[src/rtl/urish_simon.sv]
// Simon memory game for a TinyTapeout tile: LFSR-generated colour sequence, button input, BCD score on a muxed 7-seg.
// Define SIMON_SOUND_EN to build the per-colour tone generator on uo_out[4]; otherwise the speaker pin is tied low.
module urish_simon #(
  parameter int CLK_HZ  = 50000,
  parameter int MAX_LEN = 32
) (
  input  logic       clk,
  input  logic       rst_n,
  input  logic       ena,
  input  logic [7:0] ui_in,
  output logic [7:0] uo_out,
  input  logic [7:0] uio_in,
  output logic [7:0] uio_out,
  output logic [7:0] uio_oe
);
  localparam int TICK_DIV = (CLK_HZ / 1000 > 1) ? CLK_HZ / 1000 : 1;
  localparam logic [15:0] TICK_LAST = 16'(TICK_DIV - 1);
  localparam int LW = $clog2(MAX_LEN + 1);
  localparam logic [LW-1:0] LEVEL_MAX = LW'(MAX_LEN);
  localparam logic [LW-1:0] LEVEL_ONE = LW'(1);

  localparam logic [12:0] T_PAUSE = 13'd499;
  localparam logic [12:0] T_ON    = 13'd299;
  localparam logic [12:0] T_GAP   = 13'd99;
  localparam logic [12:0] T_INPUT = 13'd4999;
  localparam logic [12:0] T_LOSE  = 13'd999;
  localparam logic [12:0] T_WIN   = 13'd1999;
  localparam logic [6:0]  T_BLINK = 7'd124;

  localparam logic [2:0] TONE_OFF  = 3'd0;
  localparam logic [2:0] TONE_LOSE = 3'd5;

  typedef enum logic [2:0] {
    S_IDLE, S_PAUSE, S_PLAY_ON, S_PLAY_GAP, S_INPUT, S_LOSE, S_WIN
  } state_t;

  function automatic logic [15:0] lfsr_step(input logic [15:0] v);
    return {v[0] ^ v[2] ^ v[3] ^ v[5], v[15:1]};
  endfunction

  function automatic logic [3:0] col_led(input logic [1:0] c);
    return 4'b0001 << c;
  endfunction

  function automatic logic [2:0] col_tone(input logic [1:0] c);
    return {1'b0, c} + 3'd1;
  endfunction

  logic unused_ok;
  assign unused_ok = &{1'b0, ena, ui_in[7:5], uio_in};
  assign uio_oe    = 8'h7F;

  logic [15:0] div_q, div_d;
  logic [15:0] lfsr_q, lfsr_d;
  logic [3:0]  btn_s1_q, btn_s1_d, btn_s2_q, btn_s2_d, btn_prev_q, btn_prev_d;
  logic        tick, btn_onehot, press;
  logic [1:0]  press_col;

  always_comb begin
    tick       = (div_q == TICK_LAST);
    div_d      = tick ? 16'd0 : div_q + 16'd1;
    lfsr_d     = lfsr_step(lfsr_q);
    btn_s1_d   = ui_in[3:0];
    btn_s2_d   = btn_s1_q;
    btn_prev_d = btn_s2_q;
    // A press needs a rising bit while the whole synchronised vector is one-hot.
    btn_onehot = (btn_s2_q != 4'd0) && ((btn_s2_q & (btn_s2_q - 4'd1)) == 4'd0);
    press      = btn_onehot && ((btn_s2_q & ~btn_prev_q) != 4'd0);
    press_col  = {btn_s2_q[3] | btn_s2_q[2], btn_s2_q[3] | btn_s2_q[1]};
  end

  state_t          state_q, state_d;
  logic [12:0]     tmr_q, tmr_d;
  logic [6:0]      blk_q, blk_d;
  logic [LW-1:0]   idx_q, idx_d, level_q, level_d;
  logic [15:0]     seed_q, seed_d, step_q, step_d, step_nxt, seed_nxt;
  logic [3:0]      led_q, led_d;
  logic [2:0]      tone_q, tone_d;
  logic            held_q, held_d;
  logic [3:0]      tens_q, tens_d, ones_q, ones_d, tens_inc, ones_inc;
  logic            mux_on_q, mux_on_d, dig_sel_q, dig_sel_d;

  always_comb begin
    if (ones_q == 4'd9) begin
      ones_inc = 4'd0;
      tens_inc = (tens_q == 4'd9) ? 4'd0 : tens_q + 4'd1;
    end else begin
      ones_inc = ones_q + 4'd1;
      tens_inc = tens_q;
    end
  end

  always_comb begin
    state_d  = state_q;
    tmr_d    = tmr_q;
    blk_d    = blk_q;
    idx_d    = idx_q;
    level_d  = level_q;
    seed_d   = seed_q;
    step_d   = step_q;
    led_d    = led_q;
    tone_d   = tone_q;
    held_d   = held_q;
    tens_d   = tens_q;
    ones_d   = ones_q;
    step_nxt = lfsr_step(step_q);
    seed_nxt = lfsr_step(seed_q);
    mux_on_d  = 1'b1;
    dig_sel_d = tick ? ~dig_sel_q : dig_sel_q;

    case (state_q)
      S_IDLE: begin
        led_d  = 4'd0;
        tone_d = TONE_OFF;
        if (press) begin
          seed_d  = (lfsr_q == 16'd0) ? 16'd1 : lfsr_q;
          tens_d  = 4'd0;
          ones_d  = 4'd0;
          level_d = LEVEL_ONE;
          idx_d   = '0;
          tmr_d   = 13'd0;
          state_d = S_PAUSE;
        end
      end
      S_PAUSE: begin
        if (tick) begin
          if (tmr_q == T_PAUSE) begin
            tmr_d   = 13'd0;
            idx_d   = '0;
            step_d  = seed_nxt;
            led_d   = col_led(seed_nxt[1:0]);
            tone_d  = col_tone(seed_nxt[1:0]);
            state_d = S_PLAY_ON;
          end else begin
            tmr_d = tmr_q + 13'd1;
          end
        end
      end
      S_PLAY_ON: begin
        if (tick) begin
          if (tmr_q == T_ON) begin
            tmr_d   = 13'd0;
            led_d   = 4'd0;
            tone_d  = TONE_OFF;
            state_d = S_PLAY_GAP;
          end else begin
            tmr_d = tmr_q + 13'd1;
          end
        end
      end
      S_PLAY_GAP: begin
        if (tick) begin
          if (tmr_q == T_GAP) begin
            tmr_d = 13'd0;
            if (idx_q == level_q - LEVEL_ONE) begin
              // Rewind the step generator so input is checked against the same sequence.
              idx_d   = '0;
              step_d  = seed_q;
              held_d  = 1'b0;
              state_d = S_INPUT;
            end else begin
              idx_d   = idx_q + LEVEL_ONE;
              step_d  = step_nxt;
              led_d   = col_led(step_nxt[1:0]);
              tone_d  = col_tone(step_nxt[1:0]);
              state_d = S_PLAY_ON;
            end
          end else begin
            tmr_d = tmr_q + 13'd1;
          end
        end
      end
      S_INPUT: begin
        if (held_q) begin
          // step_q already points at the held colour; wait for that button to drop.
          if (!btn_s2_q[step_q[1:0]]) begin
            held_d = 1'b0;
            led_d  = 4'd0;
            tone_d = TONE_OFF;
            tmr_d  = 13'd0;
            if (idx_q == level_q - LEVEL_ONE) begin
              ones_d = ones_inc;
              tens_d = tens_inc;
              idx_d  = '0;
              if (level_q == LEVEL_MAX) begin
                led_d   = 4'hF;
                blk_d   = 7'd0;
                state_d = S_WIN;
              end else begin
                level_d = level_q + LEVEL_ONE;
                state_d = S_PAUSE;
              end
            end else begin
              idx_d = idx_q + LEVEL_ONE;
            end
          end
        end else if (press) begin
          tmr_d = 13'd0;
          if (press_col == step_nxt[1:0]) begin
            held_d = 1'b1;
            step_d = step_nxt;
            led_d  = col_led(press_col);
            tone_d = col_tone(press_col);
          end else begin
            led_d   = 4'hF;
            tone_d  = TONE_LOSE;
            state_d = S_LOSE;
          end
        end else if (tick) begin
          if (tmr_q == T_INPUT) begin
            tmr_d   = 13'd0;
            led_d   = 4'hF;
            tone_d  = TONE_LOSE;
            state_d = S_LOSE;
          end else begin
            tmr_d = tmr_q + 13'd1;
          end
        end
      end
      S_LOSE: begin
        if (tick) begin
          if (tmr_q == T_LOSE) begin
            tmr_d   = 13'd0;
            led_d   = 4'd0;
            tone_d  = TONE_OFF;
            state_d = S_IDLE;
          end else begin
            tmr_d = tmr_q + 13'd1;
          end
        end
      end
      S_WIN: begin
        tone_d = TONE_OFF;
        if (tick) begin
          if (tmr_q == T_WIN) begin
            tmr_d   = 13'd0;
            led_d   = 4'd0;
            state_d = S_IDLE;
          end else begin
            tmr_d = tmr_q + 13'd1;
            // 125 ms half-period gives the 4 Hz blink.
            if (blk_q == T_BLINK) begin
              blk_d = 7'd0;
              led_d = ~led_q;
            end else begin
              blk_d = blk_q + 7'd1;
            end
          end
        end
      end
      default: state_d = S_IDLE;
    endcase
  end

  always_ff @(posedge clk or negedge rst_n) begin
    if (!rst_n) begin
      div_q      <= 16'd0;
      lfsr_q     <= 16'hACE1;
      btn_s1_q   <= 4'd0;
      btn_s2_q   <= 4'd0;
      btn_prev_q <= 4'd0;
      state_q    <= S_IDLE;
      tmr_q      <= 13'd0;
      blk_q      <= 7'd0;
      idx_q      <= '0;
      level_q    <= '0;
      seed_q     <= 16'd1;
      step_q     <= 16'd1;
      led_q      <= 4'd0;
      tone_q     <= TONE_OFF;
      held_q     <= 1'b0;
      tens_q     <= 4'd0;
      ones_q     <= 4'd0;
      mux_on_q   <= 1'b0;
      dig_sel_q  <= 1'b0;
    end else begin
      div_q      <= div_d;
      lfsr_q     <= lfsr_d;
      btn_s1_q   <= btn_s1_d;
      btn_s2_q   <= btn_s2_d;
      btn_prev_q <= btn_prev_d;
      state_q    <= state_d;
      tmr_q      <= tmr_d;
      blk_q      <= blk_d;
      idx_q      <= idx_d;
      level_q    <= level_d;
      seed_q     <= seed_d;
      step_q     <= step_d;
      led_q      <= led_d;
      tone_q     <= tone_d;
      held_q     <= held_d;
      tens_q     <= tens_d;
      ones_q     <= ones_d;
      mux_on_q   <= mux_on_d;
      dig_sel_q  <= dig_sel_d;
    end
  end

  logic       spk;
  logic [3:0] digit;
  logic [6:0] seg_pat;

`ifdef SIMON_SOUND_EN
  localparam logic [15:0] HP_C0   = 16'(((CLK_HZ / 392) > 1 ? CLK_HZ / 392 : 1) - 1);
  localparam logic [15:0] HP_C1   = 16'(((CLK_HZ / 524) > 1 ? CLK_HZ / 524 : 1) - 1);
  localparam logic [15:0] HP_C2   = 16'(((CLK_HZ / 660) > 1 ? CLK_HZ / 660 : 1) - 1);
  localparam logic [15:0] HP_C3   = 16'(((CLK_HZ / 784) > 1 ? CLK_HZ / 784 : 1) - 1);
  localparam logic [15:0] HP_LOSE = 16'(((CLK_HZ / 220) > 1 ? CLK_HZ / 220 : 1) - 1);

  logic [15:0] tcnt_q, tcnt_d, hp_last;
  logic        spk_q, spk_d;

  always_comb begin
    case (tone_q)
      3'd1:    hp_last = HP_C0;
      3'd2:    hp_last = HP_C1;
      3'd3:    hp_last = HP_C2;
      3'd4:    hp_last = HP_C3;
      default: hp_last = HP_LOSE;
    endcase
    tcnt_d = tcnt_q + 16'd1;
    spk_d  = spk_q;
    if (tone_q == TONE_OFF) begin
      tcnt_d = 16'd0;
      spk_d  = 1'b0;
    end else if (tcnt_q >= hp_last) begin
      tcnt_d = 16'd0;
      spk_d  = ~spk_q;
    end
  end

  always_ff @(posedge clk or negedge rst_n) begin
    if (!rst_n) begin
      tcnt_q <= 16'd0;
      spk_q  <= 1'b0;
    end else begin
      tcnt_q <= tcnt_d;
      spk_q  <= spk_d;
    end
  end

  assign spk = spk_q;
`else
  logic unused_tone;
  assign unused_tone = ^tone_q;
  assign spk         = 1'b0;
`endif

  always_comb begin
    digit = (mux_on_q && dig_sel_q) ? tens_q : ones_q;
    case (digit)
      4'd0:    seg_pat = 7'h3F;
      4'd1:    seg_pat = 7'h06;
      4'd2:    seg_pat = 7'h5B;
      4'd3:    seg_pat = 7'h4F;
      4'd4:    seg_pat = 7'h66;
      4'd5:    seg_pat = 7'h6D;
      4'd6:    seg_pat = 7'h7D;
      4'd7:    seg_pat = 7'h07;
      4'd8:    seg_pat = 7'h7F;
      4'd9:    seg_pat = 7'h6F;
      default: seg_pat = 7'h00;
    endcase
  end

  assign uio_out = {1'b0, seg_pat ^ {7{ui_in[4]}}};
  assign uo_out  = {1'b0, mux_on_q & ~dig_sel_q, mux_on_q & dig_sel_q, spk, led_q};
endmodule

[config.mk]
export PLATFORM = sky130hd
export DESIGN_NAME = urish_simon
export DESIGN_NICKNAME = d
export VERILOG_FILES = /design/src/rtl/urish_simon.sv
export SDC_FILE = /design/constraint.sdc
export NUM_CORES = 1
export LEC_CHECK = 0
export CORE_ASPECT_RATIO = 0.9
export CORE_MARGIN = 8
export CORE_UTILIZATION = 54
export CTS_CLUSTER_DIAMETER = 50
export DETAILED_ROUTE_END_ITERATION = 6
export PLACE_DENSITY = 0.78
export SLEW_MARGIN = 0
export SYNTH_ARGS = -nofsm -noshare
export SYNTH_HDL_FRONTEND = slang
export SYNTH_SLANG_ARGS = --single-unit
[constraint.sdc]
create_clock -name clk -period 2.6 [get_ports clk]
set_clock_uncertainty 0.1 [all_clocks]
set_input_delay 0.52 -clock clk [delete_from_list [all_inputs] [get_ports clk]]
set_output_delay 0.52 -clock clk [all_outputs]
set_load 0.03 [all_outputs]
* Word level (Yosys, flattened, before mapping)
Memory sizes are Yosys's and may differ from the RTL's.
Cells that the tools add are included.
W data, S select, Z words.
** Storage, ports and cells
- Register bits after elaboration :: 126
- Bits in read-only memories :: 112
- Bits of input ports :: 19
- Output and inout port bits :: 24
- Logic and storage cells :: 240
- Memories kept :: 1
** Operators by class
- Add/subtract/negate cells :: 9
- Order comparisons :: 1
- Eq/ne operators :: 48
- Shift operators :: 3
- Multiplexer cells :: 116
- Bitwise operators :: 19
- Reductions and logical operators :: 25
** Memory list
- (no name shown) :: words 16, bits a word 7, rd ports 1, clocked after memory_dff 0, wr ports 0, line 351 : case (digit)
** Operators by type and width (number)
- $mux W13 :: 16
- $mux W16 :: 10
- $mux W4 :: 31
- $pmux W13 S7 :: 1
- $mux W6 :: 13
- $mux W3 :: 20
- $mux W7 :: 7
- $pmux W16 S3 :: 1
- $ne A2 B2 Y1 const B :: 23
- $pmux W4 S7 :: 1
- $eq A13 B9 Y1 const B :: 2
- $pmux W6 S4 :: 1
- $pmux W3 S7 :: 1
- $add A16 B1 Y16 const B :: 1
- $eq A16 B6 Y1 const B :: 1
- $logic_not A16 Y1 :: 1
- $pmux W4 S2 :: 2
- $reduce_and A16 Y1 :: 1
- $reduce_and A8 Y1 :: 2
- $reduce_and A15 Y1 :: 1
- $pmux W7 S2 :: 1
- $add A13 B1 Y13 const B :: 1
- $eq A13 B10 Y1 const B :: 1
- $eq A13 B11 Y1 const B :: 1
- other kinds (43) :: 81

* Logic depth before layout (Yosys ltp)
- Depth after elaboration :: 8
- Depth in mapped cells :: 11
- Gate-level depth less buffers :: 10

* Worst setup path before layout
Ideal clock, no wire load.
- Kind :: reg-to-output
- Start :: register dig_sel_q
- End :: output uio_out[5]
- Arrival :: 2.551 ns
- Required time :: 1.980 ns
- Slack :: -0.571 ns
- Cell stages (with the launch flop) :: 11
- Buffers on the path :: 0
- Cell sequence :: dfrtp_1 nand2_1 inv_1 nand2_1 a21boi_0 inv_1 ha_1 nor2_1 a21oi_1 o21ai_0 xor2_1
** Between the ends
- Longest elaborated chain between the ends :: 4
** Ends and longest elaborated chain
- start: declaration :: line 81 : logic mux_on_q, mux_on_d, dig_sel_q, dig_sel_d;
- start signal: assignment :: line 295 : dig_sel_q <= dig_sel_d;
- $logic_and A1 B1 Y1 :: line 350 : digit = (mux_on_q && dig_sel_q) ? tens_q : ones_q;
- $mux W4 :: line 350
- $mem_v2 Z16 W7
- $xor A7 B7 Y7 :: line 366 : assign uio_out = {1'b0, seg_pat ^ {7{ui_in[4]}}};
- end: declaration :: line 13 : output logic [7:0] uio_out,
No other way between the ends.

* Worst setup path in the final report
- Start :: register dig_sel_q
- End :: output uio_out[4]
Same word-level chain as after synthesis.

==> flow_metrics.tcl <==
set metrics [dict create \
    fin_util_pct 74.5 \
    antenna_found_initial 0 \
    setup_slack_ps -322 \
    ys.flop_type "dfrtp_1" \
    clkSinkCount 126 \
    finalCritPeriodShare_pct 112 \
    violations "negative setup slack" \
    preCtsSetupSlack_ps -250 \
    worstPathMaxFanout 4 \
    clk_latency_ps 430 \
    setup_violations 69 \
    path_class "reg2out" \
    drive_gt1_share_pct 37.0 \
    muxShareOfSynthArea_pct 4.59 \
    port_buffers 19 \
    cp-start-kind "flip-flop" \
    fillers 781 \
    synth_cell_types 82 \
    place_congestion 0.882 \
    rr_worst_depth 8 \
    antenna_left 0 \
    n_antenna_cell 0 \
    root_buffer "clkbuf_16" \
    status "complete, but fails checks" \
    end_kind "output port" \
    grt_setup_unrepaired "yes" \
    area_growth_pct 35.9 \
    finalPower_mw 6.25 \
    drt_wl_total_microns 20000 \
    synthXorXnorAreaFrac_pct 6.94 \
    final_hold_viol_count 0 \
    start_util_pct 54.8 \
    die_y_microns 123 \
    die-area_sq_mm 0.0167 \
    synth_top_family_by_area "simple AND/OR/NAND/NOR gates" \
    synth_fa_ha_area_share_pct 3.26 \
    p_leak_nw 4.11 \
    min_path_cells 0 \
    ys_async_sr_fraction_pct 100 \
    synth_edf_count 0 \
    max_freq_mhz 342 \
    num_io_pins 43 \
    avgSynthCellArea_sq_um 9.96 \
    grt_overflow 0 \
    synth-compound-area-share_pct 14.7 \
    drcViolationCount 0 \
    std_cell_rows 39 \
    post_drt_wl_per_cell_microns 20.1 \
    dr.pass1.iters 7 \
    grt_pass1_vias 6149 \
    synth_simple_gate_area_share_pct 19.8 \
    cp_data_required_time_ps 1980 \
    die_w_microns 135 \
    power_density_mw_per_mm2 667 \
    max-slew-margin-rel_pct 40.4 \
    peakVddDrop_mv 0.877 \
    cp.arrival_ps 2300 \
    grt_pass1_wl_microns 29900 \
    first_iter_violations 600 \
    core_area_sq_mm 0.0126 \
    via_count 6215 \
    htreeDepth 4 \
    slew_violations 0 \
    synth_area_sq_mm 0.00690 \
    cts_tree "built" \
    yosys_warnings 0 \
    yosysSeqAreaShare_pct 45.9 \
    worst_slew_pin_slew_ps 885 \
    ys_seq_elements 126 \
    maxCapViolations 0 \
    hp-class "reg2reg" \
    syn_inst 693 \
    dpl.hpwl_microns 11300 \
    path_clk_slew_ps 60 \
    grt_max_degree 48 \
    grt_usage_pct 22.3 \
    fin_crit_ps 2920 \
    clock_path_buffers 2 \
    via_per_inst 6.26 \
    numCtsBuffers 17 \
    finalNetCount 853 \
]
-- metal layers --
layer | part of all wire (%) | global-route usage [%] | wire length (microns)
met2 | 50 | 38.5 | 10000
met3 | 7.7 | 4.39 | 1530
met5 | 0 | 0 | 0
met1 | 39 | 27.0 | 7760
met4 | 3.2 | 8.87 | 638
-- layout make-up --
cell class / count / area, sq um / area share (%)
well taps: 164 / 205 / 2.19
clock buffers: 17 / 425 / 4.54
multi-input cells: 513 / 4080 / 43.5
clock inverters: 15 / 144 / 1.53
repair buffers: 139 / 1280 / 13.7
flip-flops and latches: 126 / 3170 / 33.8
inverters: 19 / 71.3 / 0.761
-- cells in the mapped netlist (all sizes together), types with 4 or more instances --
library cell / number / area, sq um
nor2: 63 / 236
dfrtp: 116 / 2900
mux2: 19 / 214
nand4: 10 / 62.6
o221ai: 4 / 35.0
nand2b: 15 / 93.8
o22ai: 6 / 37.5
and3: 18 / 113
or4: 4 / 33.8
nand2: 53 / 201
inv: 19 / 71.3
or3: 6 / 42.5
buf: 29 / 190
mux2i: 8 / 80.1
clkbuf: 17 / 63.8
a222oi: 13 / 130
xnor2: 31 / 272
xor2: 21 / 184
a21oi: 35 / 175
nor4: 9 / 62.6
nor3: 12 / 60.1
ha: 18 / 225
o21ai: 47 / 239
dfstp: 10 / 263
nand3: 31 / 155
o31ai: 13 / 118
nor2b: 6 / 37.5
-- report_power, final --
part	switching [mW]	internal [mW]	total [mW]
logic	0.952	0.862	1.81
registers	0.0703	2.05	2.12
clock network	1.05	1.27	2.32
-- layout by cell type, fill, tap and decap left out, drive strengths merged, types with 8 or more instances in the layout --
master and instances:
buf 126, dfrtp 116, nor2 63, nand2 53, o21ai 48, a21oi 35, nand3 31, xnor2 31
inv 29, xor2 21, mux2 19, clkbuf 18, and3 18, ha 18, nand2b 15, a222oi 13
o31ai 13, conb 12, nor3 12, clkdlybuf4s50 11, nand4 10, dfstp 10, nor4 9, mux2i 8
-- critical path: stages (launching register included) --
cell and delay [ps]:
dfrtp_1 410, nand2_4 130, inv_2 50, nand2_2 70
a21boi_4 260, inv_2 100, buf_6 140, ha_4 160
mux2i_1 130, o21ai_1 90, xor2_1 160, buf_4 180
-- sequential cells by signal, summed over array words and instances (netlist names), 6 cells and up --
name / cells
idx_q: 6
lfsr_q: 16
tmr_q: 13
step_q: 16
div_q: 16
blk_q: 7
seed_q: 16
level_q: 6
-- cell families (layout without fill, tap and decap cells) --
| group | after synthesis | count (layout) |
|---|---|---|
| xor gates and xnor gates | 53 | 53 |
| muxes | 28 | 28 |
| other | 2 | 12 |
| AOI/OAI and AO/OA | 147 | 148 |
| and+or+nand+nor | 254 | 254 |
| buffers and inverters | 65 | 190 |
| DFF | 126 | 126 |
| adders and majority gates | 18 | 18 |
-- through the flow --
step | std cells | instance area (sq um) | TNS, ps | hold WS (ps)
after floorplan | 703 | 7110 | -1130 | 124
after global placement | 922 | 7890 | -2400 | 232
after detailed placement | 922 | 7890 | -6500 | 235
after CTS | 974 | 8970 | -5380 | 247
after global routing | 993 | 9380 | -16860 | 256
final | 993 | 9380 | -11800 | 247
-- worst paths after layout --
path                        startpoint             to  slack [ps]
hold / removal             btn_s1_q[3]  btn_prev_d[3]         250
setup reg to reg            level_q[0]       blk_q[3]        -290
setup / recovery             dig_sel_q     uio_out[4]        -320
max in group asynchronous        rst_n     lfsr_q[11]        1280
hold reg to reg            btn_s1_q[3]  btn_prev_d[3]         250
min in group asynchronous        rst_n       tmr_q[0]         410
-- what timing repair did --
item | CTS | global route
gates resized for setup | 94 | 66
pin swaps | 35 | 47
cloned | 2 | 2
buffers inserted | 18 | 18
hold endpoints to repair | 16 | 0
hold buffers | 1 | 0
endpoints found under the setup margin | 67 | 85
Power figures use the tool's default switching activity.
